File: src/rtl/sdp_x_x_cfg_triosy_collector_if.sv
// Handshake and status bundle between the register file and the triosy collector.
// master = register-file side, slave = collector.
interface sdp_x_x_cfg_triosy_collector_if #(
    parameter int unsigned NUM_RSC = 4
);
    logic               layer_start;
    logic [NUM_RSC-1:0] rsc_triosy_lz;
    logic               cfg_done_rdy;
    logic               err_clr;
    logic               cfg_done_vld;
    logic               cfg_busy;
    logic [NUM_RSC-1:0] rsc_seen;
    logic [7:0]         layer_cnt;
    logic               err_stray;
    logic               err_timeout;

    modport master (
        output layer_start, rsc_triosy_lz, cfg_done_rdy, err_clr,
        input  cfg_done_vld, cfg_busy, rsc_seen, layer_cnt, err_stray, err_timeout
    );

    modport slave (
        input  layer_start, rsc_triosy_lz, cfg_done_rdy, err_clr,
        output cfg_done_vld, cfg_busy, rsc_seen, layer_cnt, err_stray, err_timeout
    );
endinterface

File: src/rtl/sdp_x_x_cfg_triosy_collector.sv
// Collects per-resource triosy pulses for a layer config and releases the config
// through a vld/rdy handshake once every resource has consumed it.
module sdp_x_x_cfg_triosy_collector #(
    parameter int unsigned NUM_RSC = 4,
    parameter int unsigned TIMEOUT = 16'd4096
) (
    input  logic                           nvdla_core_clk,
    input  logic                           nvdla_core_rstn,
    sdp_x_x_cfg_triosy_collector_if.slave  cfg
);
    localparam int unsigned TMO_W   = 16;
    localparam int unsigned CNT_W   = 8;
    localparam logic [TMO_W-1:0] TMO_LIM = TMO_W'(TIMEOUT);

    typedef enum logic [1:0] {
        IDLE    = 2'd0,
        COLLECT = 2'd1,
        DONE    = 2'd2
    } state_t;

    state_t             state_q, state_nxt;
    logic [NUM_RSC-1:0] seen_q, seen_nxt;
    logic [CNT_W-1:0]   layer_cnt_q, layer_cnt_nxt;
    logic [TMO_W-1:0]   tmo_cnt_q, tmo_cnt_nxt;
    logic               stray_q, stray_nxt;
    logic               tmo_err_q, tmo_err_nxt;
    logic               vld_q, busy_q;
    logic               stray_ev, tmo_ev;
    logic [NUM_RSC-1:0] seen_or;

    // State and status registers; vld/busy are precomputed from the next state
    always_ff @(posedge nvdla_core_clk or negedge nvdla_core_rstn) begin
        if (!nvdla_core_rstn) begin
            state_q     <= IDLE;
            seen_q      <= '0;
            layer_cnt_q <= '0;
            tmo_cnt_q   <= '0;
            stray_q     <= 1'b0;
            tmo_err_q   <= 1'b0;
            vld_q       <= 1'b0;
            busy_q      <= 1'b0;
        end else begin
            state_q     <= state_nxt;
            seen_q      <= seen_nxt;
            layer_cnt_q <= layer_cnt_nxt;
            tmo_cnt_q   <= tmo_cnt_nxt;
            stray_q     <= stray_nxt;
            tmo_err_q   <= tmo_err_nxt;
            vld_q       <= (state_nxt == DONE);
            busy_q      <= (state_nxt != IDLE);
        end
    end

    // Next-state, seen-mask, counters and error events
    always_comb begin
        state_nxt     = state_q;
        seen_nxt      = seen_q;
        layer_cnt_nxt = layer_cnt_q;
        tmo_cnt_nxt   = tmo_cnt_q;
        stray_ev      = 1'b0;
        tmo_ev        = 1'b0;
        seen_or       = seen_q | cfg.rsc_triosy_lz;

        case (state_q)
            IDLE: begin
                if (cfg.layer_start) begin
                    state_nxt   = COLLECT;
                    seen_nxt    = cfg.rsc_triosy_lz;
                    tmo_cnt_nxt = '0;
                end else if (|cfg.rsc_triosy_lz) begin
                    stray_ev = 1'b1;
                end
            end
            COLLECT: begin
                seen_nxt = seen_or;
                stray_ev = cfg.layer_start;
                if (tmo_cnt_q != TMO_LIM) begin
                    tmo_cnt_nxt = tmo_cnt_q + TMO_W'(1);
                    tmo_ev      = (tmo_cnt_nxt == TMO_LIM);
                end
                if (&seen_or) begin
                    state_nxt = DONE;
                end
            end
            DONE: begin
                stray_ev = cfg.layer_start | (|cfg.rsc_triosy_lz);
                if (cfg.cfg_done_rdy) begin
                    state_nxt     = IDLE;
                    seen_nxt      = '0;
                    layer_cnt_nxt = layer_cnt_q + CNT_W'(1);
                end
            end
            default: begin
                state_nxt = IDLE;
                seen_nxt  = '0;
            end
        endcase

        // A new event in the clearing cycle wins over err_clr
        stray_nxt   = (stray_q   & ~cfg.err_clr) | stray_ev;
        tmo_err_nxt = (tmo_err_q & ~cfg.err_clr) | tmo_ev;
    end

    assign cfg.cfg_done_vld = vld_q;
    assign cfg.cfg_busy     = busy_q;
    assign cfg.rsc_seen     = seen_q;
    assign cfg.layer_cnt    = layer_cnt_q;
    assign cfg.err_stray    = stray_q;
    assign cfg.err_timeout  = tmo_err_q;

endmodule

File: src/flat_wrapper.sv
// flat-port wrapper written by rule: the top's interface ports become plain ports
module sdp_x_x_cfg_triosy_collector_flat 
#(
    parameter int unsigned NUM_RSC = 4,
    parameter int unsigned TIMEOUT = 16'd4096
)
  (nvdla_core_clk, nvdla_core_rstn, cfg_layer_start, cfg_rsc_triosy_lz, cfg_cfg_done_rdy, cfg_err_clr, cfg_cfg_done_vld, cfg_cfg_busy, cfg_rsc_seen, cfg_layer_cnt, cfg_err_stray, cfg_err_timeout);
  sdp_x_x_cfg_triosy_collector_if #(.NUM_RSC(NUM_RSC)) cfg_i ();
  input  logic nvdla_core_clk;
  input  logic nvdla_core_rstn;
  input wire logic [$bits(cfg_i.layer_start)-1:0] cfg_layer_start;
  input wire logic [$bits(cfg_i.rsc_triosy_lz)-1:0] cfg_rsc_triosy_lz;
  input wire logic [$bits(cfg_i.cfg_done_rdy)-1:0] cfg_cfg_done_rdy;
  input wire logic [$bits(cfg_i.err_clr)-1:0] cfg_err_clr;
  output wire logic [$bits(cfg_i.cfg_done_vld)-1:0] cfg_cfg_done_vld;
  output wire logic [$bits(cfg_i.cfg_busy)-1:0] cfg_cfg_busy;
  output wire logic [$bits(cfg_i.rsc_seen)-1:0] cfg_rsc_seen;
  output wire logic [$bits(cfg_i.layer_cnt)-1:0] cfg_layer_cnt;
  output wire logic [$bits(cfg_i.err_stray)-1:0] cfg_err_stray;
  output wire logic [$bits(cfg_i.err_timeout)-1:0] cfg_err_timeout;
  assign cfg_i.layer_start = cfg_layer_start;
  assign cfg_i.rsc_triosy_lz = cfg_rsc_triosy_lz;
  assign cfg_i.cfg_done_rdy = cfg_cfg_done_rdy;
  assign cfg_i.err_clr = cfg_err_clr;
  assign cfg_cfg_done_vld = cfg_i.cfg_done_vld;
  assign cfg_cfg_busy = cfg_i.cfg_busy;
  assign cfg_rsc_seen = cfg_i.rsc_seen;
  assign cfg_layer_cnt = cfg_i.layer_cnt;
  assign cfg_err_stray = cfg_i.err_stray;
  assign cfg_err_timeout = cfg_i.err_timeout;
  sdp_x_x_cfg_triosy_collector #(.NUM_RSC(NUM_RSC), .TIMEOUT(TIMEOUT)) u_core (.nvdla_core_clk(nvdla_core_clk), .nvdla_core_rstn(nvdla_core_rstn), .cfg(cfg_i));
endmodule
File: config.mk
export PLATFORM = sky130hd
export DESIGN_NAME = sdp_x_x_cfg_triosy_collector_flat
export DESIGN_NICKNAME = d
export VERILOG_FILES = /design/src/rtl/sdp_x_x_cfg_triosy_collector_if.sv /design/src/rtl/sdp_x_x_cfg_triosy_collector.sv /design/src/flat_wrapper.sv
export SDC_FILE = /design/constraint.sdc
export NUM_CORES = 1
export LEC_CHECK = 0
export ABC_CLOCK_PERIOD_IN_PS = 5550
export CAP_MARGIN = 10
export CORE_AREA = 2 2 60 62
export DETAILED_ROUTE_END_ITERATION = 6
export DIE_AREA = 0 0 62 64
export GPL_TIMING_DRIVEN = 0
export PLACE_DENSITY = 0.9
export RECOVER_POWER = 50
export SYNTH_ARGS = -nofsm -noshare
export SYNTH_HDL_FRONTEND = slang
export SYNTH_SLANG_ARGS = --single-unit
File: constraint.sdc
create_clock -name nvdla_core_clk -period 5.55 [get_ports nvdla_core_clk]
set_input_delay 0.8325 -clock nvdla_core_clk [delete_from_list [all_inputs] [get_ports nvdla_core_clk]]
set_output_delay 0.8325 -clock nvdla_core_clk [all_outputs]
set_load 0.03 [all_outputs]
==> impl_metrics.toml <==
[floorplan]
io_pins = 25
die_x_um = 62
die_h_um = 64
start_util = 0.5592
die_area_mm2 = 0.003968
coreArea_mm2 = 0.003284
fp-row-count = 21

[yosys]
avgSynthCellArea_um2 = 9.468
synth_nets = 206
ys_seq_elements = 34
ys_async_sr_fraction = 1.000
synth-edff-count = 0
ys.flop_type = "dfrtp_1"
ys_seq_area_frac = 0.4632
syn_inst = 194
synth_warnings = 0
synth_area_mm2 = 0.001837
ys_types = 40

[clock_network]
numCtsBuffers = 5
cts_num_sinks = 34
path_clk_slew_ns = 0.10
cts.path.max_buffers = 2
cts_setup_buffers = 0
cts_tree = "yes"
ctsHoldBuffers = 0
clock_latency_ns = 0.35
ctsResizeCount = 0
cts_max_level = 2
cts_root_buffer = "clkbuf_4"

[drt]
avgViaCountPerCell = 6.033
routed_wirelength_um = 4102
drtIter0Drc = 81
post-route-drc-count = 0
vias = 1635
firstDrtPassIters = 4
ant_nets = 0
wl_per_cell_um = 15.14

[setup_path]
critPathLaunchType = "register"
r2r_cells = 9
path_max_fanout = 5
cp-end-kind = "primary output"
crit_family = "buffers and inverters"
cp_cell_sequence = "clkdlybuf4s50_1"
required_ns = 4.72
cp-startpoint = "u_core.cfg.layer_cnt[2]$_DFFE_PN0P_"
cp_num_buf_inv = 1
critPathArrivalTime_ns = 1.49
rr_startpoint = "u_core.tmo_cnt_q[0]$_DFFE_PN0P_"
path_depth = 1
critPathSlowestCell = "clkdlybuf4s50_1"
slowest_delay_ns = 0.71
crit_type = "register to primary output"

[power]
ir_worst_vdd_mv = 0.3736
power.density_mw_per_mm2 = 430.4
finalPower_uw = 937.6
p_leak_nw = 0.9383

[grt]
grt_usage = 0.2352
gr-total-overflow = 0
grt_pass1_wl_um = 6893
antenna_found_initial = 0
grt_max_degree = 35
first_global_vias = 1590

[placed_design]
placed_area_mm2 = 0.002120
placed_cells = 263
place.gp.congestion = 0.8538
io_buffers = 23
dp_hpwl_um = 2880
post-place-ws_ns = 3.112

[sta]
worst_pin_slew_ns = 1.814
post-route-min-period_ns = 2.323
fin_tns_setup_ns = 0
fin_ws_ns = 3.227
rsz0062_at_grt = "false"
setup_viol = 0
clock_skew_ns = 0.01412
final_max_slew_viol_count = 35
worst_slew_margin_rel = -0.2095
timing.hold.ws_ns = 0.4818
hold_viol = 0
period_share = 0.4185
clock.fmax_ghz = 0.4305

[worst_hold_path]
min_from = "u_core.cfg.layer_cnt[7]$_DFFE_PN0P_"
hold_depth = 1
hold_class = "register to register"

[cells_and_area]
nets = 236
post-route-util = 0.6632
area_delta_synth_final_pct = 18.60
layout-drive-gt1-share = 0.09778
antenna_cells = 0
final_cell_area_mm2 = 0.002178
n_fill_cell = 270
fin_cells = 271

[status]
violations = "capacitance limit, slew limit"
status = "complete, but fails checks"

[flow_run]
maxCapViolCount = 1
## power by group
part / switching [mW] / internal (mW)
registers: 0.0583 / 0.302
clock network: 0.0827 / 0.0613
logic: 0.261 / 0.173
## Yosys cell counts, drive strengths merged, types with 2 or more instances
master  number  area share
dfrtp       34        0.46
o21ai       20       0.054
nand2       13       0.028
nand3       12       0.033
a21oi       11       0.030
inv         11       0.022
nor2        10       0.020
a21o         8       0.033
xnor2        8       0.038
nor3         7       0.019
mux2i        6       0.033
buf          5       0.020
nor4         5       0.017
o31ai        5       0.020
and3         4       0.014
clkbuf       4      0.0082
nand4        4       0.014
ha           3       0.020
or2          3       0.010
or3          3       0.012
and4         2      0.0095
or4          2       0.010
xor2         2      0.0095
## final timing paths
path	end	slack, ns
worst max-delay path	cfg_layer_cnt[2]	3.23
worst min-delay path	u_core.cfg.layer_cnt[7]$_DFFE_PN0P_	0.48
worst max register to register	u_core.cfg.err_timeout$_DFF_PN0_	3.26
worst min register to register	u_core.cfg.layer_cnt[7]$_DFFE_PN0P_	0.48
max in group asynchronous	u_core.cfg.cfg_busy$_DFF_PN0_	3.54
min in group asynchronous	u_core.state_q[0]$_DFF_PN0_	0.96
## kinds of logic (layout without fill, tap and decap cells)
logic type | after synthesis | after routing | share of synthesized area
adders and majority gates | 3 | 3 | 0.02044
buffers and inverters | 20 | 51 | 0.05108
xor gates and xnor gates | 10 | 10 | 0.04769
DFF | 34 | 34 | 0.4632
and+or+nand+nor | 67 | 67 | 0.1975
muxes | 7 | 7 | 0.03883
AOI/OAI and AO/OA | 53 | 53 | 0.1812
## cell usage in the layout, fill, tap and decap left out, types with 2 or more instances in the layout
master and n:
dfrtp_1 34, o21ai_0 20, clkdlybuf4s50_1 20, nand2_1 12, nand3_1 12, inv_1 11, a21oi_1 11, nor2_1 10
xnor2_1 8, nor3_1 7, a21o_1 7, clkbuf_1 6, mux2i_1 6, nor4_1 5, o31ai_1 5, clkbuf_4 5
nand4_1 4, and3_1 4, buf_2 3, or3_2 3, ha_1 3, or2_2 2, and4_1 2, buf_6 2
xor2_1 2, dlygate4sd3_1 2
## metal layers
metal	track usage	routed length (µm)	up-vias
met4	0.1197	123	0
met3	0.06883	220	11
li1	-	-	772
met5	0	0	-
met1	0.2999	1790	797
met2	0.3542	1967	55
## state kept, by name (all words and copies together), names as in the netlist
signal / flops
u_core.cfg.cfg_done_vld: 1
u_core.tmo_cnt_q: 16
u_core.cfg.rsc_seen: 4
u_core.state_q: 2
u_core.cfg.err_timeout: 1
u_core.cfg.err_stray: 1
u_core.cfg.layer_cnt: 8
u_core.cfg.cfg_busy: 1
## cell type report
class	count	area, µm²	share of cell area
Sequential cell	34	850.8	0.3906
Inverter	11	41.29	0.01895
Tap cell	46	57.56	0.02642
Clock buffer	7	55.05	0.02527
Clock inverter	1	5.005	0.002298
Timing Repair Buffer	23	224.0	0.1028
Buffer	9	52.55	0.02412
Multi-Input combinational cell	140	892.1	0.4095
No activity file was read; power rests on OpenSTA's default activity.
